[src/rtl/alu_seq_pkg.sv]
// Shared types, 7-segment codes and the 3-bit segment decoder for the ALU sequencer.
package alu_seq_pkg;

  typedef enum logic [1:0] {
    ADD = 2'b00,
    SUB = 2'b01,
    AND = 2'b10,
    OR  = 2'b11
  } alu_op_t;

  typedef enum logic [1:0] {
    IDLE = 2'b00,
    EXEC = 2'b01,
    RESP = 2'b10
  } state_t;

  localparam logic [7:0] MENOS_QUATRO = 8'hE6;
  localparam logic [7:0] MENOS_TRES   = 8'hCF;
  localparam logic [7:0] MENOS_DOIS   = 8'hDB;
  localparam logic [7:0] MENOS_UM     = 8'h86;
  localparam logic [7:0] ZERO         = 8'h3F;
  localparam logic [7:0] UM           = 8'h06;
  localparam logic [7:0] DOIS         = 8'h5B;
  localparam logic [7:0] TRES         = 8'h4F;
  localparam logic [7:0] OVERFLOW     = 8'h80;

  function automatic logic [7:0] seg_decode(input logic signed [2:0] v);
    logic [2:0] u;
    logic [7:0] code;
    u = v;
    case (u)
      3'b100:  code = MENOS_QUATRO;
      3'b101:  code = MENOS_TRES;
      3'b110:  code = MENOS_DOIS;
      3'b111:  code = MENOS_UM;
      3'b000:  code = ZERO;
      3'b001:  code = UM;
      3'b010:  code = DOIS;
      default: code = TRES;
    endcase
    return code;
  endfunction

endpackage

[src/rtl/alu3.sv]
// Combinational signed ALU (add, sub, and, or) with overflow detection.
// Saturation on add/sub overflow is enabled by defining ALU_SAT_EN.
module alu3
  import alu_seq_pkg::*;
#(
  parameter int unsigned NBITS = 3
) (
  input  logic [NBITS-1:0] a,
  input  logic [NBITS-1:0] b,
  input  logic [1:0]       f,
  output logic [NBITS-1:0] y,
  output logic             ovf
);

  logic [NBITS:0] w_a_ext;
  logic [NBITS:0] w_b_ext;
  logic [NBITS:0] w_wide;

  assign w_a_ext = {a[NBITS-1], a};
  assign w_b_ext = {b[NBITS-1], b};

  always_comb begin
    w_wide = '0;
    y      = '0;
    ovf    = 1'b0;
    case (alu_op_t'(f))
      ADD, SUB: begin
        w_wide = (alu_op_t'(f) == ADD) ? (w_a_ext + w_b_ext) : (w_a_ext - w_b_ext);
        // Sign-extended result disagreeing with its truncated sign bit means out of range.
        ovf = w_wide[NBITS] ^ w_wide[NBITS-1];
`ifdef ALU_SAT_EN
        if (ovf) begin
          y = w_wide[NBITS] ? {1'b1, {(NBITS-1){1'b0}}} : {1'b0, {(NBITS-1){1'b1}}};
        end else begin
          y = w_wide[NBITS-1:0];
        end
`else
        y = w_wide[NBITS-1:0];
`endif
      end
      AND:     y = a & b;
      OR:      y = a | b;
      default: y = '0;
    endcase
  end

endmodule

[src/rtl/alu_rr_sequencer.sv]
// Round-robin sequencer sharing one alu3 between two requesters, with registered response
// and 7-segment output. ALU_SAT_EN selects saturating add/sub (seg then shows the clamp).
module alu_rr_sequencer
  import alu_seq_pkg::*;
#(
  parameter int unsigned NBITS = 3,
  parameter int unsigned NREQ  = 2
) (
  input  logic             clk_2,
  input  logic             reset,
  input  logic [NREQ-1:0]  req_valid,
  output logic [NREQ-1:0]  req_ready,
  input  logic [NBITS-1:0] req0_a,
  input  logic [NBITS-1:0] req0_b,
  input  logic [1:0]       req0_f,
  input  logic [NBITS-1:0] req1_a,
  input  logic [NBITS-1:0] req1_b,
  input  logic [1:0]       req1_f,
  output logic             resp_valid,
  input  logic             resp_ready,
  output logic             resp_id,
  output logic [NBITS-1:0] resp_result,
  output logic             resp_ovf,
  output logic [7:0]       seg,
  output logic             busy
);

  state_t           r_state;
  state_t           w_state_next;
  logic             r_last;
  logic             r_id;
  logic [NBITS-1:0] r_a;
  logic [NBITS-1:0] r_b;
  logic [1:0]       r_f;
  logic [NBITS-1:0] r_result;
  logic             r_ovf;
  logic [7:0]       r_seg;

  logic             w_gid;
  logic             w_take;
  logic [NBITS-1:0] w_y;
  logic             w_ovf;
  logic [7:0]       w_seg;

  alu3 #(
    .NBITS(NBITS)
  ) u_alu (
    .a  (r_a),
    .b  (r_b),
    .f  (r_f),
    .y  (w_y),
    .ovf(w_ovf)
  );

  if (NBITS == 3) begin : g_seg
`ifdef ALU_SAT_EN
    assign w_seg = seg_decode(w_y);
`else
    assign w_seg = w_ovf ? OVERFLOW : seg_decode(w_y);
`endif
  end else begin : g_no_seg
    assign w_seg = 8'h00;
  end

  always_comb begin
    w_gid        = req_valid[1];
    w_take       = 1'b0;
    w_state_next = r_state;
    req_ready    = '0;
    // On a tie, serve whoever was not served last.
    if (req_valid[0] && req_valid[1]) begin
      w_gid = ~r_last;
    end
    case (r_state)
      IDLE: begin
        if (|req_valid) begin
          w_take       = 1'b1;
          req_ready    = w_gid ? 2'b10 : 2'b01;
          w_state_next = EXEC;
        end
      end
      EXEC:    w_state_next = RESP;
      RESP:    if (resp_ready) w_state_next = IDLE;
      default: w_state_next = IDLE;
    endcase
  end

  always_ff @(posedge clk_2) begin
    if (reset) begin
      r_state  <= IDLE;
      r_last   <= 1'b1;
      r_id     <= 1'b0;
      r_a      <= '0;
      r_b      <= '0;
      r_f      <= 2'b00;
      r_result <= '0;
      r_ovf    <= 1'b0;
      r_seg    <= 8'h00;
    end else begin
      r_state <= w_state_next;
      if (w_take) begin
        r_last <= w_gid;
        r_id   <= w_gid;
        r_a    <= w_gid ? req1_a : req0_a;
        r_b    <= w_gid ? req1_b : req0_b;
        r_f    <= w_gid ? req1_f : req0_f;
      end
      if (r_state == EXEC) begin
        r_result <= w_y;
        r_ovf    <= w_ovf;
        r_seg    <= w_seg;
      end
    end
  end

  assign resp_valid  = (r_state == RESP);
  assign busy        = (r_state != IDLE);
  assign resp_id     = r_id;
  assign resp_result = r_result;
  assign resp_ovf    = r_ovf;
  assign seg         = r_seg;

endmodule

[config.mk]
export PLATFORM = sky130hd
export DESIGN_NAME = alu_rr_sequencer
export DESIGN_NICKNAME = d
export VERILOG_FILES = /design/src/rtl/alu_seq_pkg.sv /design/src/rtl/alu3.sv /design/src/rtl/alu_rr_sequencer.sv
export SDC_FILE = /design/constraint.sdc
export NUM_CORES = 1
export LEC_CHECK = 0
export ABC_AREA = 1
export CAP_MARGIN = 15
export CELL_PAD_IN_SITES_DETAIL_PLACEMENT = 0
export CELL_PAD_IN_SITES_GLOBAL_PLACEMENT = 1
export CORE_MARGIN = 2
export CORE_UTILIZATION = 25
export CTS_BUF_LIST = sky130_fd_sc_hd__clkbuf_8
export DETAILED_ROUTE_END_ITERATION = 12
export GPL_TIMING_DRIVEN = 0
export PLACE_DENSITY = 0.62
export REMOVE_ABC_BUFFERS = 1
export SYNTH_ARGS = -nofsm -noshare
export SYNTH_HDL_FRONTEND = slang
export SYNTH_SLANG_ARGS = --single-unit
[constraint.sdc]
create_clock -name clk_2 -period 2.93 [get_ports clk_2]
set_input_delay 0.586 -clock clk_2 [delete_from_list [all_inputs] [get_ports clk_2]]
set_output_delay 0.586 -clock clk_2 [all_outputs]
set_load 0.03 [all_outputs]
==> flow_metrics.py, run 1 <==
metrics = {
    "status": {
        "status": "finished clean",
    },
    "sta": {
        "setup_violations": 0,
        "max_freq_mhz": 364,
        "slew_headroom_pct": 64.8,
        "tightest_slew_ns": 0.526,
        "finalHoldViolations": 0,
        "fin_skew_ns": 0.00939,
        "maxSlewViolCount": 0,
        "period_share_pct": 93.8,
        "setup_slack_ns": 0.181,
        "rsz0062_at_grt": "false",
        "fin_crit_ns": 2.75,
        "hold_ws_ns": 0.469,
    },
    "detailed_routing": {
        "first_pass_iters": 4,
        "via_per_inst": 4.25,
        "antenna_left": 0,
        "wl_per_cell_um": 10.5,
        "vias": 1278,
        "wirelength_um": 3150,
        "drc": 0,
        "drt_iter0_drc": 62,
    },
    "hold_path": {
        "hold_path.startpoint": "resp_id",
        "min_to": "resp_id",
        "holdCritPathClass": "flop to flop",
        "min_path_cells": 2,
    },
    "critical_path": {
        "start_kind": "primary input",
        "r2r_setup_slack_ns": 0.40,
        "cp_data_required_time_ns": 2.34,
        "path_class": "primary input to primary output",
        "endpoint_kind": "primary output",
        "r2r_start": "r_b[1]",
        "reg2regPathDepth": 15,
        "cp_max_fo": 7,
        "r2r-end": "seg[4]",
        "arrival_ns": 2.16,
    },
    "clock_network": {
        "clockRootBuffer": "clkbuf_8",
        "cts.sinks": 23,
        "cts_inserted_buffers": 3,
        "cts_tree": "yes",
        "clockBufferDepth": 2,
        "htreeDepth": 1,
        "clk_latency_ns": 0.27,
        "path_clk_slew_ns": 0.09,
    },
    "synthesis": {
        "synth_edf_count": 0,
        "synth.top_cells.by_count": "nand2_1, inv_1, dfxtp_1, nor2_1, nand3_1",
        "synth_top_cell_by_area": "dfxtp_1",
        "ys_ff_latch": 23,
        "postSynthCellCount": 194,
        "synthFlopType": "dfxtp_1",
        "async_reset_ff_share_pct": 0,
        "synthDistinctLibCells": 21,
        "syn_avg_cell_area_um2": 6.59,
        "synth.area.top_cells": "dfxtp_1, nand2_1, inv_1, nand3_1, nor2_1",
        "yosysSeqAreaShare_pct": 36.0,
        "yosysWarnings": 0,
        "yosysMostFrequentCell": "nand2_1",
        "syn_area_mm2": 0.00128,
        "yosys.area.top_type_share_pct": 36.0,
    },
    "placement": {
        "pre_cts_slack_ns": -0.158,
        "placed_area_mm2": 0.00172,
        "placed_cells_incl_taps": 297,
        "gp_congestion": 0.819,
        "hpwlAfterDp_um": 2520,
        "io_buffers": 37,
    },
    "power": {
        "ir_drop_mv": 0.175,
        "leakagePower_nw": 0.799,
        "total_power_mw": 1.01,
        "powerDensity_mw_per_mm2": 573,
    },
    "grt": {
        "grt_remaining_overflow": 0,
        "grtUsageTotal_pct": 11.9,
        "grt_max_degree": 14,
        "first_global_vias": 1131,
        "grt_antenna_before_repair": 0,
        "grt_pass1_wl_um": 5190,
    },
    "layout": {
        "fillCellCount": 582,
        "finalInstanceArea_mm2": 0.00176,
        "layout.nets": 259,
        "area_growth_pct": 38.0,
        "fin_cells": 301,
        "drive_above_1_share_pct": 5.19,
        "num_antenna_cells": 0,
    },
    "run": {
        "drv_cap": 0,
    },
    "die": {
        "fp.coreArea_mm2": 0.00501,
        "rows": 26,
        "initial_utilization_pct": 25.5,
        "die-area_mm2": 0.00570,
        "fp.dieW_um": 75.5,
        "ios": 38,
        "die_y_um": 75.5,
    },
}
cell families (layout without fill, tap and decap cells):
| group | Yosys count | in the layout | synth area share (%) |
|---|---|---|---|
| AOI/OAI and AO/OA | 34 | 34 | 15.0 |
| adders and majority gates | 6 | 6 | 6.46 |
| buffers and inverters | 33 | 70 | 10.1 |
| xor gates and xnor gates | 1 | 1 | 0.685 |
| and+or+nand+nor | 97 | 97 | 31.8 |
| DFF | 23 | 23 | 36.0 |
critical path, cell delays in order:
cell             delay, ns
clkdlybuf4s50_1       0.49
nand2_1               0.06
nand2_1               0.21
inv_1                 0.16
nor2_1                0.22
dlygate4sd2_1         0.44
worst max-delay path by stage:
| stage | startpoint | to | slack [ns] |
|---|---|---|---|
| 6_report | req_valid[0] | req_ready[0] | 0.18 |
| 5_1_grt | r_b[1] | seg[4] | 0.0003 |
| 4_1_cts | req_valid[1] | req_ready[1] | 0.02 |
| 3_5_place_dp | req_valid[0] | req_ready[0] | -0.16 |
| 3_3_place_gp | req_valid[0] | req_ready[0] | -0.15 |
| 2_1_floorplan | r_b[1] | seg[2] | 0.75 |
through the flow:
step / TNS, ns / util (%)
after floorplan: 0 / -
after global placement: -0.147 / 34.3
after detailed placement: -0.158 / 34.3
after CTS: 0 / 35.2
after global routing: 0 / 35.2
final: 0 / 35.2
where the power goes:
part	total (mW)	internal (mW)	switching, mW
logic	0.427	0.167	0.260
clock network	0.201	0.0950	0.106
registers	0.383	0.351	0.0317
total	1.01	0.613	0.398
cell usage in the layout (no fill, tap or decap):
| master | Yosys | routed |
|---|---|---|
| clkinv_1 | 1 | 1 |
| nand2_2 | 2 | 2 |
| inv_1 | 26 | 26 |
| nor2_1 | 18 | 18 |
| nand3_4 | 1 | 1 |
| or2_2 | 1 | 1 |
| inv_2 | 2 | 2 |
| fa_1 | 1 | 1 |
| clkdlybuf4s50_1 | 0 | 35 |
| xor2_1 | 1 | 1 |
| ha_1 | 5 | 5 |
| o21ai_2 | 1 | 1 |
| o31ai_2 | 1 | 1 |
| dlygate4sd2_1 | 0 | 1 |
| a21oi_1 | 12 | 12 |
| clkinv_2 | 0 | 1 |
| clkbuf_8 | 0 | 3 |
| o21ai_0 | 12 | 12 |
| dfxtp_1 | 23 | 23 |
| a31oi_1 | 8 | 8 |
| dlymetal6s2s_1 | 0 | 1 |
| nand3_1 | 17 | 17 |
| nand2_1 | 58 | 58 |
registers in the layout, summed over array words and instances, names as in the netlist:
| signal | flops |
|---|---|
| r_f | 2 |
| r_last | 1 |
| r_state | 2 |
| r_a | 3 |
| resp_id | 1 |
| seg | 7 |
| r_b | 3 |
| resp_result | 3 |
| resp_ovf | 1 |
what timing repair did:
item | 4_1_cts | 5_1_grt
setup endpoints to repair | 1 | 1
gates resized for setup | 1 | 1
setup buffers | 0 | 0
hold buffers | 0 | 0
routing by layer:
metal | wire length (µm) | global-route usage (%)
met3 | 113 | 1.98
met5 | 0 | 0
met1 | 1610 | 17.3
met2 | 1400 | 18.3
met4 | 29 | 2.92
layout make-up:
class	instances	area, µm²	area share [%]
clock buffers	3	41.3	2.34
clock inverters	1	5.00	0.284
inverters	29	109	6.17
multi-input cells	138	689	39.1
flip-flops and latches	23	460	26.1
well taps	70	87.6	4.96
repair buffers	37	372	21.1
(Power assumes the default switching activity.)
==> run 2: changes to the inputs <==
--- a/config.mk
+++ b/config.mk
@@ -14,7 +14,7 @@
 export CTS_BUF_LIST = sky130_fd_sc_hd__clkbuf_8
 export DETAILED_ROUTE_END_ITERATION = 12
 export GPL_TIMING_DRIVEN = 0
-export PLACE_DENSITY = 0.62
+export PLACE_DENSITY = 0.67
 export REMOVE_ABC_BUFFERS = 1
 export SYNTH_ARGS = -nofsm -noshare
 export SYNTH_HDL_FRONTEND = slang
==> run 2 against run 1 <==
Compared with the run above: first-iteration DRC count fell by 40%; sequential power barely moved; sequential cell count is the same; clock-buffer cell count stayed put; critical path depth unchanged; power fell by 0.86%; fmax up 0.66%; worst setup slack better by 0.018 ns; via count shrank 1.5%; design area unchanged; non-clock buffer count unchanged; clock power decreased by 2%; critical path type unchanged; highest routed layer unchanged.
==> flow_metrics.py, run 2 (synthesized netlist as in run 1, its figures left out) <==
metrics = {
    "die": {
        "initial_utilization_pct": 25.5,
        "fp.coreArea_mm2": 0.00501,
        "ios": 38,
        "die_y_um": 75.5,
        "rows": 26,
        "die-area_mm2": 0.00570,
        "fp.dieW_um": 75.5,
    },
    "power": {
        "ir_drop_mv": 0.231,
        "leakagePower_nw": 0.799,
        "total_power_mw": 1.00,
        "powerDensity_mw_per_mm2": 568,
    },
    "grt": {
        "grt_antenna_before_repair": 0,
        "gr-usage-met3_pct": 2.51,
        "grt_pass1_wl_um": 4840,
        "grt_max_degree": 14,
        "first_global_vias": 1098,
        "grtUsageTotal_pct": 10.8,
        "use_met2_pct": 16.2,
        "met1_usage_pct": 15.8,
        "grt_remaining_overflow": 0,
        "grt.busiest_layer": "met2",
    },
    "sta": {
        "maxSlewViolCount": 0,
        "setup_violations": 0,
        "slew_headroom_pct": 67.6,
        "fin_crit_ns": 2.73,
        "hold_ws_ns": 0.465,
        "max_freq_mhz": 366,
        "tightest_slew_ns": 0.484,
        "finalHoldViolations": 0,
        "period_share_pct": 93.2,
        "rsz0062_at_grt": "false",
        "fin_skew_ns": 0.00194,
        "setup_slack_ns": 0.200,
    },
    "layout": {
        "multiInputGateArea_um2": 689,
        "area_growth_pct": 38.0,
        "num_antenna_cells": 0,
        "largest_reg_flops": 7,
        "most-common-layout-cells": "nand2_1, clkdlybuf4s50_1, inv_1, dfxtp_1, nor2_1",
        "layout.nets": 259,
        "layout.area.seq_um2": 460,
        "drive_above_1_share_pct": 5.19,
        "layout_commonest_cell": "nand2_1",
        "fillCellCount": 572,
    },
    "detailed_routing": {
        "wirelength_um": 2950,
        "wl_per_cell_um": 9.81,
        "via_per_inst": 4.18,
        "vias": 1259,
        "first_pass_iters": 4,
        "antenna_left": 0,
        "drc": 0,
        "drt_iter0_drc": 37,
    },
    "clock_network": {
        "clockRootBuffer": "clkbuf_8",
        "cts_tree": "yes",
        "clockBufferDepth": 2,
        "cts.sinks": 23,
        "clk_latency_ns": 0.26,
        "path_clk_slew_ns": 0.08,
        "hold_buffers": 0,
        "htreeDepth": 1,
        "cts_setup_buffers": 0,
        "cts_inserted_buffers": 3,
    },
    "status": {
        "status": "finished clean",
    },
    "critical_path": {
        "endpoint_kind": "primary output",
        "critPathBufInv": 3,
        "cp_cell_sequence": "clkdlybuf4s50_1 -> nand2_1 -> nand2_1 -> inv_1 -> nor2_1 -> dlygate4sd2_1",
        "cpMostUsedCell": "nand2_1",
        "path_delay_family": "buffers and inverters",
        "start_kind": "primary input",
        "path_class": "primary input to primary output",
        "crit_cells": 6,
        "cp_max_fo": 7,
        "cp_data_required_time_ns": 2.34,
        "arrival_ns": 2.14,
        "cp_slowest_stage_delay_ns": 0.49,
        "reg2regPathDepth": 15,
        "cp_slowest_cell": "clkdlybuf4s50_1",
    },
    "hold_path": {
        "min_path_cells": 2,
        "holdCritPathClass": "flop to flop",
    },
    "run": {
        "drv_cap": 0,
    },
    "placement": {
        "hpwlAfterDp_um": 2390,
        "gp_congestion": 0.774,
        "pre_cts_slack_ns": -0.119,
        "io_buffers": 37,
    },
}
## run 2: tightest hold or removal path: cells and delay by family, from the launching register on
kind	cells	cell delay, ns
compound gates	1	0.05
flops	1	0.31
simple gates	1	0.06
## run 2: what timing repair did
| action | 4_1_cts | 5_1_grt |
|---|---|---|
| cloned | 0 | 0 |
| resized for setup | 1 | 1 |
| setup endpoints to repair | 1 | 1 |
## run 2: path summary, 6_finish.rpt
path                            slack (ns)            to         start
worst min-delay path                  0.46        seg[6]        seg[6]
worst min register to register        0.46        seg[6]        seg[6]
worst max-delay path                  0.20  req_ready[0]  req_valid[0]
worst max register to register        0.45        seg[4]        r_b[1]
## run 2: power by group
part	switching, mW	internal [mW]	leakage, nW
Sequential	0.0309	0.351	0.189
Clock	0.101	0.0947	0.0255
Combinational	0.257	0.167	0.584
## run 2: stage by stage
step | cells | setup TNS [ns] | instance area (µm²) | util [%]
global route | 301 | 0 | 1760 | 35.2
detailed placement | 297 | -0.119 | 1720 | 34.3
CTS | 301 | 0 | 1760 | 35.2
global placement | 297 | -0.123 | 1720 | 34.3
floorplan | 190 | 0 | 1260 | -
finish | 301 | 0 | 1760 | 35.2
## run 2: metal layers
layer	share of wire (%)	vias up
met5	0	-
met1	50	535
met3	4.5	2
met4	0.58	0
li1	-	695
met2	44	27
## run 2: cell type report
class	instances	share of cell area, %
well taps	70	4.96
clock buffers	3	2.34
multi-input cells	138	39.1
repair buffers	37	21.1
inverters	29	6.17
clock inverters	1	0.284
flip-flops and latches	23	26.1
